### src/rtl/rf_cmd_ctrl_if.sv
// Byte-command, register-file and transmit signals of rf_cmd_ctrl.
// master = the command controller, slave = the surrounding receiver/RF/transmitter.
interface rf_cmd_ctrl_if #(
  parameter int DATA_WIDTH    = 8,
  parameter int ADDRESS_WIDTH = 4
);
  logic [DATA_WIDTH-1:0]    RX_DATA;
  logic                     RX_VALID;
  logic [DATA_WIDTH-1:0]    RF_RD_DATA;
  logic                     RF_RD_VALID;
  logic                     TX_BUSY;
  logic                     RF_WR_EN;
  logic                     RF_RD_EN;
  logic [ADDRESS_WIDTH-1:0] RF_ADDR;
  logic [DATA_WIDTH-1:0]    RF_WR_DATA;
  logic [DATA_WIDTH-1:0]    TX_DATA;
  logic                     TX_VALID;
  logic                     CMD_ERR;

  modport master (
    input  RX_DATA, RX_VALID, RF_RD_DATA, RF_RD_VALID, TX_BUSY,
    output RF_WR_EN, RF_RD_EN, RF_ADDR, RF_WR_DATA, TX_DATA, TX_VALID, CMD_ERR
  );

  modport slave (
    output RX_DATA, RX_VALID, RF_RD_DATA, RF_RD_VALID, TX_BUSY,
    input  RF_WR_EN, RF_RD_EN, RF_ADDR, RF_WR_DATA, TX_DATA, TX_VALID, CMD_ERR
  );
endinterface

### src/rtl/rf_cmd_ctrl.sv
// Byte-command decoder driving a register file: 0xAA addr data writes, 0xBB addr reads
// and returns the read byte to the transmitter. All outputs are registered.
module rf_cmd_ctrl #(
  parameter int DATA_WIDTH    = 8,
  parameter int ADDRESS_WIDTH = 4,
  parameter int TIMEOUT       = 255
) (
  input logic            CLK,
  input logic            RST,
  rf_cmd_ctrl_if.master  bus
);

  localparam int CNT_W = (TIMEOUT < 2) ? 1 : $clog2(TIMEOUT);
  localparam logic [CNT_W-1:0]      IDLE_LAST = CNT_W'(TIMEOUT - 1);
  localparam logic [2:0]            RD_LAST   = 3'd4;
  localparam logic [DATA_WIDTH-1:0] CMD_WR    = DATA_WIDTH'(8'hAA);
  localparam logic [DATA_WIDTH-1:0] CMD_RD    = DATA_WIDTH'(8'hBB);

  typedef enum logic [2:0] {IDLE, WR_ADDR, WR_DATA, RD_ADDR, RD_WAIT, TX_SEND} state_t;

  state_t                   state, state_nxt;
  logic [CNT_W-1:0]         idle_cnt, idle_nxt;
  logic [2:0]               rd_cnt, rd_cnt_nxt;
  logic                     wr_en_q, wr_en_nxt;
  logic                     rd_en_q, rd_en_nxt;
  logic                     tx_vld_q, tx_vld_nxt;
  logic                     err_q, err_nxt;
  logic [ADDRESS_WIDTH-1:0] addr_q, addr_nxt;
  logic [DATA_WIDTH-1:0]    wdata_q, wdata_nxt;
  logic [DATA_WIDTH-1:0]    txd_q, txd_nxt;
  logic                     addr_ok;
  logic                     idle_expired;

  // An address byte is legal only if nothing is set above the register-file address range.
  assign addr_ok      = ((bus.RX_DATA >> ADDRESS_WIDTH) == '0);
  assign idle_expired = !bus.RX_VALID && (idle_cnt == IDLE_LAST);

  always_comb begin
    state_nxt  = state;
    idle_nxt   = '0;
    rd_cnt_nxt = '0;
    wr_en_nxt  = 1'b0;
    rd_en_nxt  = 1'b0;
    tx_vld_nxt = 1'b0;
    err_nxt    = 1'b0;
    addr_nxt   = addr_q;
    wdata_nxt  = wdata_q;
    txd_nxt    = txd_q;

    case (state)
      IDLE: begin
        if (bus.RX_VALID) begin
          if (bus.RX_DATA == CMD_WR)      state_nxt = WR_ADDR;
          else if (bus.RX_DATA == CMD_RD) state_nxt = RD_ADDR;
          else                            err_nxt   = 1'b1;
        end
      end

      WR_ADDR, RD_ADDR: begin
        if (bus.RX_VALID) begin
          if (addr_ok) begin
            addr_nxt = bus.RX_DATA[ADDRESS_WIDTH-1:0];
            if (state == WR_ADDR) begin
              state_nxt = WR_DATA;
            end else begin
              rd_en_nxt = 1'b1;
              state_nxt = RD_WAIT;
            end
          end else begin
            err_nxt   = 1'b1;
            state_nxt = IDLE;
          end
        end else if (idle_expired) begin
          err_nxt   = 1'b1;
          state_nxt = IDLE;
        end else begin
          idle_nxt = idle_cnt + 1'b1;
        end
      end

      WR_DATA: begin
        if (bus.RX_VALID) begin
          wr_en_nxt = 1'b1;
          wdata_nxt = bus.RX_DATA;
          state_nxt = IDLE;
        end else if (idle_expired) begin
          err_nxt   = 1'b1;
          state_nxt = IDLE;
        end else begin
          idle_nxt = idle_cnt + 1'b1;
        end
      end

      // Bytes arriving while a read is in flight are dropped and flagged; the read carries on.
      RD_WAIT: begin
        err_nxt = bus.RX_VALID;
        if (bus.RF_RD_VALID) begin
          txd_nxt   = bus.RF_RD_DATA;
          state_nxt = TX_SEND;
        end else if (rd_cnt == RD_LAST) begin
          err_nxt   = 1'b1;
          state_nxt = IDLE;
        end else begin
          rd_cnt_nxt = rd_cnt + 1'b1;
        end
      end

      TX_SEND: begin
        err_nxt = bus.RX_VALID;
        if (!bus.TX_BUSY) begin
          tx_vld_nxt = 1'b1;
          state_nxt  = IDLE;
        end
      end

      default: state_nxt = IDLE;
    endcase
  end

  always_ff @(posedge CLK or negedge RST) begin
    if (!RST) begin
      state    <= IDLE;
      idle_cnt <= '0;
      rd_cnt   <= '0;
      wr_en_q  <= 1'b0;
      rd_en_q  <= 1'b0;
      tx_vld_q <= 1'b0;
      err_q    <= 1'b0;
      addr_q   <= '0;
      wdata_q  <= '0;
      txd_q    <= '0;
    end else begin
      state    <= state_nxt;
      idle_cnt <= idle_nxt;
      rd_cnt   <= rd_cnt_nxt;
      wr_en_q  <= wr_en_nxt;
      rd_en_q  <= rd_en_nxt;
      tx_vld_q <= tx_vld_nxt;
      err_q    <= err_nxt;
      addr_q   <= addr_nxt;
      wdata_q  <= wdata_nxt;
      txd_q    <= txd_nxt;
    end
  end

  assign bus.RF_WR_EN   = wr_en_q;
  assign bus.RF_RD_EN   = rd_en_q;
  assign bus.RF_ADDR    = addr_q;
  assign bus.RF_WR_DATA = wdata_q;
  assign bus.TX_DATA    = txd_q;
  assign bus.TX_VALID   = tx_vld_q;
  assign bus.CMD_ERR    = err_q;

endmodule

### src/flat_wrapper.sv
// flat-port wrapper written by rule: the top's interface ports become plain ports
module rf_cmd_ctrl_flat 
#(
  parameter int DATA_WIDTH    = 8,
  parameter int ADDRESS_WIDTH = 4,
  parameter int TIMEOUT       = 255
)
  (CLK, RST, bus_RX_DATA, bus_RX_VALID, bus_RF_RD_DATA, bus_RF_RD_VALID, bus_TX_BUSY, bus_RF_WR_EN, bus_RF_RD_EN, bus_RF_ADDR, bus_RF_WR_DATA, bus_TX_DATA, bus_TX_VALID, bus_CMD_ERR);
  rf_cmd_ctrl_if #(.DATA_WIDTH(DATA_WIDTH), .ADDRESS_WIDTH(ADDRESS_WIDTH)) bus_i ();
  input logic CLK;
  input logic RST;
  input wire logic [$bits(bus_i.RX_DATA)-1:0] bus_RX_DATA;
  input wire logic [$bits(bus_i.RX_VALID)-1:0] bus_RX_VALID;
  input wire logic [$bits(bus_i.RF_RD_DATA)-1:0] bus_RF_RD_DATA;
  input wire logic [$bits(bus_i.RF_RD_VALID)-1:0] bus_RF_RD_VALID;
  input wire logic [$bits(bus_i.TX_BUSY)-1:0] bus_TX_BUSY;
  output wire logic [$bits(bus_i.RF_WR_EN)-1:0] bus_RF_WR_EN;
  output wire logic [$bits(bus_i.RF_RD_EN)-1:0] bus_RF_RD_EN;
  output wire logic [$bits(bus_i.RF_ADDR)-1:0] bus_RF_ADDR;
  output wire logic [$bits(bus_i.RF_WR_DATA)-1:0] bus_RF_WR_DATA;
  output wire logic [$bits(bus_i.TX_DATA)-1:0] bus_TX_DATA;
  output wire logic [$bits(bus_i.TX_VALID)-1:0] bus_TX_VALID;
  output wire logic [$bits(bus_i.CMD_ERR)-1:0] bus_CMD_ERR;
  assign bus_i.RX_DATA = bus_RX_DATA;
  assign bus_i.RX_VALID = bus_RX_VALID;
  assign bus_i.RF_RD_DATA = bus_RF_RD_DATA;
  assign bus_i.RF_RD_VALID = bus_RF_RD_VALID;
  assign bus_i.TX_BUSY = bus_TX_BUSY;
  assign bus_RF_WR_EN = bus_i.RF_WR_EN;
  assign bus_RF_RD_EN = bus_i.RF_RD_EN;
  assign bus_RF_ADDR = bus_i.RF_ADDR;
  assign bus_RF_WR_DATA = bus_i.RF_WR_DATA;
  assign bus_TX_DATA = bus_i.TX_DATA;
  assign bus_TX_VALID = bus_i.TX_VALID;
  assign bus_CMD_ERR = bus_i.CMD_ERR;
  rf_cmd_ctrl #(.DATA_WIDTH(DATA_WIDTH), .ADDRESS_WIDTH(ADDRESS_WIDTH), .TIMEOUT(TIMEOUT)) u_core (.CLK(CLK), .RST(RST), .bus(bus_i));
endmodule
### config.mk
export PLATFORM = sky130hd
export DESIGN_NAME = rf_cmd_ctrl_flat
export DESIGN_NICKNAME = d
export VERILOG_FILES = /design/src/rtl/rf_cmd_ctrl_if.sv /design/src/rtl/rf_cmd_ctrl.sv /design/src/flat_wrapper.sv
export SDC_FILE = /design/constraint.sdc
export NUM_CORES = 1
export LEC_CHECK = 0
export CAP_MARGIN = 20
export CORE_MARGIN = 5
export CORE_UTILIZATION = 43
export CTS_CLUSTER_DIAMETER = 80
export DETAILED_ROUTE_END_ITERATION = 16
export PLACE_DENSITY = 0.75
export SYNTH_ARGS = -nofsm -noshare
export SYNTH_HDL_FRONTEND = slang
export SYNTH_SLANG_ARGS = --single-unit
### constraint.sdc
create_clock -name CLK -period 1.4 [get_ports CLK]
set_input_delay 0.42 -clock CLK [delete_from_list [all_inputs] [get_ports CLK]]
set_output_delay 0.42 -clock CLK [all_outputs]
set_load 0.03 [all_outputs]
== Yosys cells after proc, flatten, opt, wreduce, memory -nomap -nowiden ==
Cells that the tools add are included.
Cells by class
  mux-type cells: 36
  eq/ne operators: 13
  reduce and logical (&&, ||, !) cells: 10
  $add $sub $neg: 2
Operators by type and width (number)
  3-bit 2-to-1 mux: 14
  8-bit == test (second input constant): 3
  8-bit 2-to-1 mux: 3
  1-bit 2-to-1 mux: 17
  3-bit one-hot mux with 5 select lines: 1
  3-bit == test (second input constant): 3
  8-bit by 1-bit adder with 8-bit output (second input constant): 1
  8-bit logical NOT: 1
  3-bit by 2-bit == test with 1-bit output (second input constant): 2
  1-bit one-hot mux with 5 select lines: 1
  2-bit inequality test (second input constant): 2
  2-bit AND reduction: 2
  4-bit AND reduction: 1
  3-bit by 1-bit adder with 3-bit output (second input constant): 1
  3-bit by 1-bit == test with 1-bit output (second input constant): 1
  3-bit logical NOT: 1
  3-bit by 1-bit inequality test with 1-bit output (second input constant): 1
  3-bit by 2-bit inequality test with 1-bit output (second input constant): 1
  3-bit AND reduction: 1
  3-bit OR reduction: 1
  2-bit OR reduction: 1
  1-bit logical AND: 1
  1-bit logical NOT: 1
Storage, ports and cells
  output and inout bits: 24
  input bits: 21
  flip-flop bits (word level): 38
  logic and storage cells: 71

== Logic depth before layout (Yosys ltp) ==
  depth in word-level cells: 5
  gate-level depth with buffers: 7

== Least setup slack after synthesis ==
No wires, ideal clock.
  kind: flip-flop to flip-flop
  start: register u_core.state[0]
  end: register u_core.wdata_q[0], in the netlist u_core.bus.RF_WR_DATA[0]
  required time: 1.275 ns
  cell stages (with the launch flop): 4
  slack: -0.104 ns
  buffers on the path: 1
  data arrival time: 1.379 ns
  period minus slack after synthesis: 1.504 ns
  setup time: 0.125 ns
  path through: dfrtp_1 buf_4 nor4b_4 mux2_2
Between the ends
  cells in the longest elaborated chain, start to end: 2
RTL lines
  from (decl): line rf_cmd_ctrl.sv:21  | state_t state, state_nxt;
  from (signal assigned): line rf_cmd_ctrl.sv:133  | state <= state_nxt;
  3-bit by 2-bit == test with 1-bit output: line rf_cmd_ctrl.sv:50  | case (state)
  2-bit AND reduction (no source line)
  to (signal assigned): line rf_cmd_ctrl.sv:141  | wdata_q <= wdata_nxt;
  to (decl): line rf_cmd_ctrl.sv:29  | logic [DATA_WIDTH-1:0] wdata_q, wdata_nxt;
Every way passes these cells.
A chain may end at the register's enable or synchronous reset.

== Worst setup path in the final report ==
  start: register u_core.state[2]
  end: register u_core.wdata_q[7], in the netlist u_core.bus.RF_WR_DATA[7]
The elaborated chain is that of the path after synthesis.

==> flow_metrics.env <==
export IMPL_layout_cells_non_filler=257
export IMPL_ctsHtreeMaxLevel=2
export IMPL_fin_ws_ns=-0.00319
export IMPL_area_growth_pct=46.1
export IMPL_ys_ff_latch=38
export IMPL_hold_viol=0
export IMPL_cp_num_cells=3
export IMPL_path_cells="nor4b_4 > buf_4 > mux2_2"
export IMPL_yosysUniqueCellTypes=35
export IMPL_finalCritPeriodShare=1.00
export IMPL_grt_antenna_before_repair=0
export IMPL_num_fill_cells=298
export IMPL_drc=0
export IMPL_crit_family="flip-flops"
export IMPL_synthCells=136
export IMPL_start_util=0.454
export IMPL_first_global_vias=1406
export IMPL_slowest_delay_ns=0.46
export IMPL_fin_crit_ns=1.40
export IMPL_p_leak_nw=1.18
export IMPL_die_h_um=72.8
export IMPL_cts_tree="yes"
export IMPL_stdcell_area_sq_mm=0.00248
export IMPL_ys_seq_area_frac=0.560
export IMPL_ir_drop_mv=1.14
export IMPL_tightest_slew_ns=0.386
export IMPL_cp_arrival_ns=1.57
export IMPL_die_x_um=72.8
export IMPL_nets=235
export IMPL_antenna_cells=0
export IMPL_drt_iter0_drc=51
export IMPL_gp_congestion=0.848
export IMPL_p_per_area_mw_per_mm2=1720
export IMPL_ys_warn_count=0
export IMPL_finalPower_mw=4.28
export IMPL_wire_per_inst_um=14.7
export IMPL_clk_pin_slew_worst_paths_ns=0.07
export IMPL_multiInputGateArea_sq_um=768
export IMPL_cp_slowest_cell="dfrtp_2"
export IMPL_slew_viol_final=0
export IMPL_boundaryPins=45
export IMPL_numCtsBuffers=5
export IMPL_port_buffers=44
export IMPL_seq_area_sq_um=955
export IMPL_vias_per_cell=5.07
export IMPL_clockBufferDepth=2
export IMPL_grt_pass1_wl_um=6310
export IMPL_clkLatencyLatePin_ns=0.28
export IMPL_max_slew_margin_rel=0.743
export IMPL_num_vias=1303
export IMPL_crit_type="flip-flop to flip-flop"
export IMPL_ant_nets=0
export IMPL_dr_pass1_iters=4
export IMPL_yosys_area_top_type="dfrtp_1"
export IMPL_dieArea_sq_mm=0.00530
export IMPL_synth_common_cells="dfrtp_1, mux2_2, nor2_1"
export IMPL_finalSetupViolations=2
export IMPL_netlist_top_cells_area="dfrtp_1, mux2_2, nor2_1"
export IMPL_cts_root_buf="clkbuf_8"
export IMPL_syn_area_sq_mm=0.00170
export IMPL_grt_max_degree=24
export IMPL_worst_clock_skew_ns=0.00477
export IMPL_rsz0062_at_grt="true"
export IMPL_synth_most_common_cell="dfrtp_1"
export IMPL_crit_buf_inv=1
export IMPL_grt_overflow=0
export IMPL_cp_max_fo=5
export IMPL_syn_num_nets=161
export IMPL_syn_area_per_cell_sq_um=12.5
export IMPL_async_reset_ff_frac=1.00
export IMPL_std_cell_rows=22
export IMPL_min_path_type="primary input to async pin"
export IMPL_synth_top_area_share=0.560
export IMPL_status="finished with violations"
export IMPL_place_detailed_instances=250
export IMPL_synth_main_ff_cell="dfrtp_1"
export IMPL_drv_cap=0
export IMPL_grt_util_all_layers=0.153
export IMPL_cp_end_kind="flip-flop"
export IMPL_critPathRequiredTime_ns=1.57
export IMPL_wl_um=3790
export IMPL_r2r_cells=3
export IMPL_cts_sink_count=38
export IMPL_clock_fmax_mhz=713
export IMPL_critPathLaunchType="flip-flop"
export IMPL_dpl_cell_area_sq_mm=0.00232
export IMPL_core_region_area_sq_mm=0.00374
export IMPL_final_layout_size_suffix_gt1_frac=0.469
export IMPL_synth_edf_count=0
export IMPL_violations="setup timing"
export IMPL_hpwlAfterDp_um=2900
export IMPL_cts_hold_buf=0
metrics by stage:
| step | hold slack [ns] | TNS [ns] | setup WS [ns] | utilization |
|---|---|---|---|---|
| 6_report | 0.0518 | -0.00581 | -0.00319 | 0.663 |
| 5_1_grt | 0.0683 | -0.257 | -0.0377 | 0.663 |
| 4_1_cts | 0.0576 | -0.00129 | -0.00114 | 0.653 |
| 3_5_place_dp | 0.367 | -14.36 | -0.599 | 0.620 |
| 3_3_place_gp | 0.361 | -13.29 | -0.520 | 0.620 |
| 2_1_floorplan | 0.124 | -0.712 | -0.0889 | - |
final cells by class:
type	count	share of cell area
Clock buffer	6	0.0333
Tap cell	48	0.0242
Inverter	5	0.00756
Timing Repair Buffer	72	0.241
Sequential cell	38	0.385
Multi-Input combinational cell	88	0.310
path summary, 6_finish.rpt:
| check | start | to | slack, ns |
|---|---|---|---|
| hold reg to reg | u_core.rd_cnt[0] | u_core.rd_cnt[0] | 0.46 |
| hold / removal | RST | u_core.bus.RF_ADDR[1] | 0.05 |
| max in group asynchronous | RST | u_core.state[0] | 0.89 |
| setup reg to reg | u_core.state[2] | u_core.bus.RF_WR_DATA[7] | -0.003 |
| setup / recovery | u_core.state[2] | u_core.bus.RF_WR_DATA[7] | -0.003 |
| min in group CLK | bus_RX_DATA[5] | u_core.bus.RF_WR_DATA[5] | 0.44 |
placed cells by master (no fill, tap or decap), types with 2 or more instances in the layout:
master / netlist / routed
o21ai_1: 0 / 2
nand2_1: 5 / 5
dlymetal6s2s_1: 0 / 2
buf_6: 1 / 3
ha_1: 4 / 4
mux2_2: 20 / 18
dfrtp_2: 0 / 3
clkbuf_8: 0 / 6
nor2_1: 15 / 14
dlygate4sd2_1: 0 / 3
clkdlybuf4s50_1: 0 / 10
nand4b_1: 3 / 3
nand3_1: 5 / 5
clkbuf_2: 0 / 3
inv_1: 4 / 4
and3_1: 3 / 3
dfrtp_1: 38 / 35
buf_4: 2 / 48
mux2_4: 0 / 2
xor2_1: 4 / 3
xnor2_1: 4 / 4
repair_timing:
action	in CTS	in global routing
gates resized for setup	21	17
pin swaps	7	7
buffers inserted	1	0
endpoints found under the setup margin	34	24
flip-flops by register name, summed over array words and instances (netlist names), 3 cells and up:
name / count
u_core.bus.RF_WR_DATA: 8
u_core.bus.TX_DATA: 8
u_core.idle_cnt: 8
u_core.bus.RF_ADDR: 4
u_core.rd_cnt: 3
u_core.state: 3
metal layers:
layer	part of all wire	GRT usage	wire length [um]	vias to the layer above
met4	0.011	0.0451	40	0
met5	0	0	0	-
met1	0.43	0.188	1620	619
li1	-	-	-	629
met2	0.46	0.244	1760	51
met3	0.099	0.0647	374	4
cells by family (layout without fill, tap and decap cells):
logic type / Yosys count / in the layout / share of synthesized area
mux: 21 / 21 / 0.139
simple gates: 41 / 41 / 0.137
flops: 38 / 38 / 0.560
xor+xnor: 8 / 8 / 0.0413
compound gates: 14 / 14 / 0.0619
fa+ha+maj: 4 / 4 / 0.0295
buf+inv: 10 / 83 / 0.0317
where the power goes:
group / leakage [nW] / switching, mW / internal [mW]
Sequential: 0.499 / 0.208 / 1.40
Clock: 0.0431 / 0.335 / 0.379
Combinational: 0.637 / 1.04 / 0.911
Power figures use the tool's default switching activity.
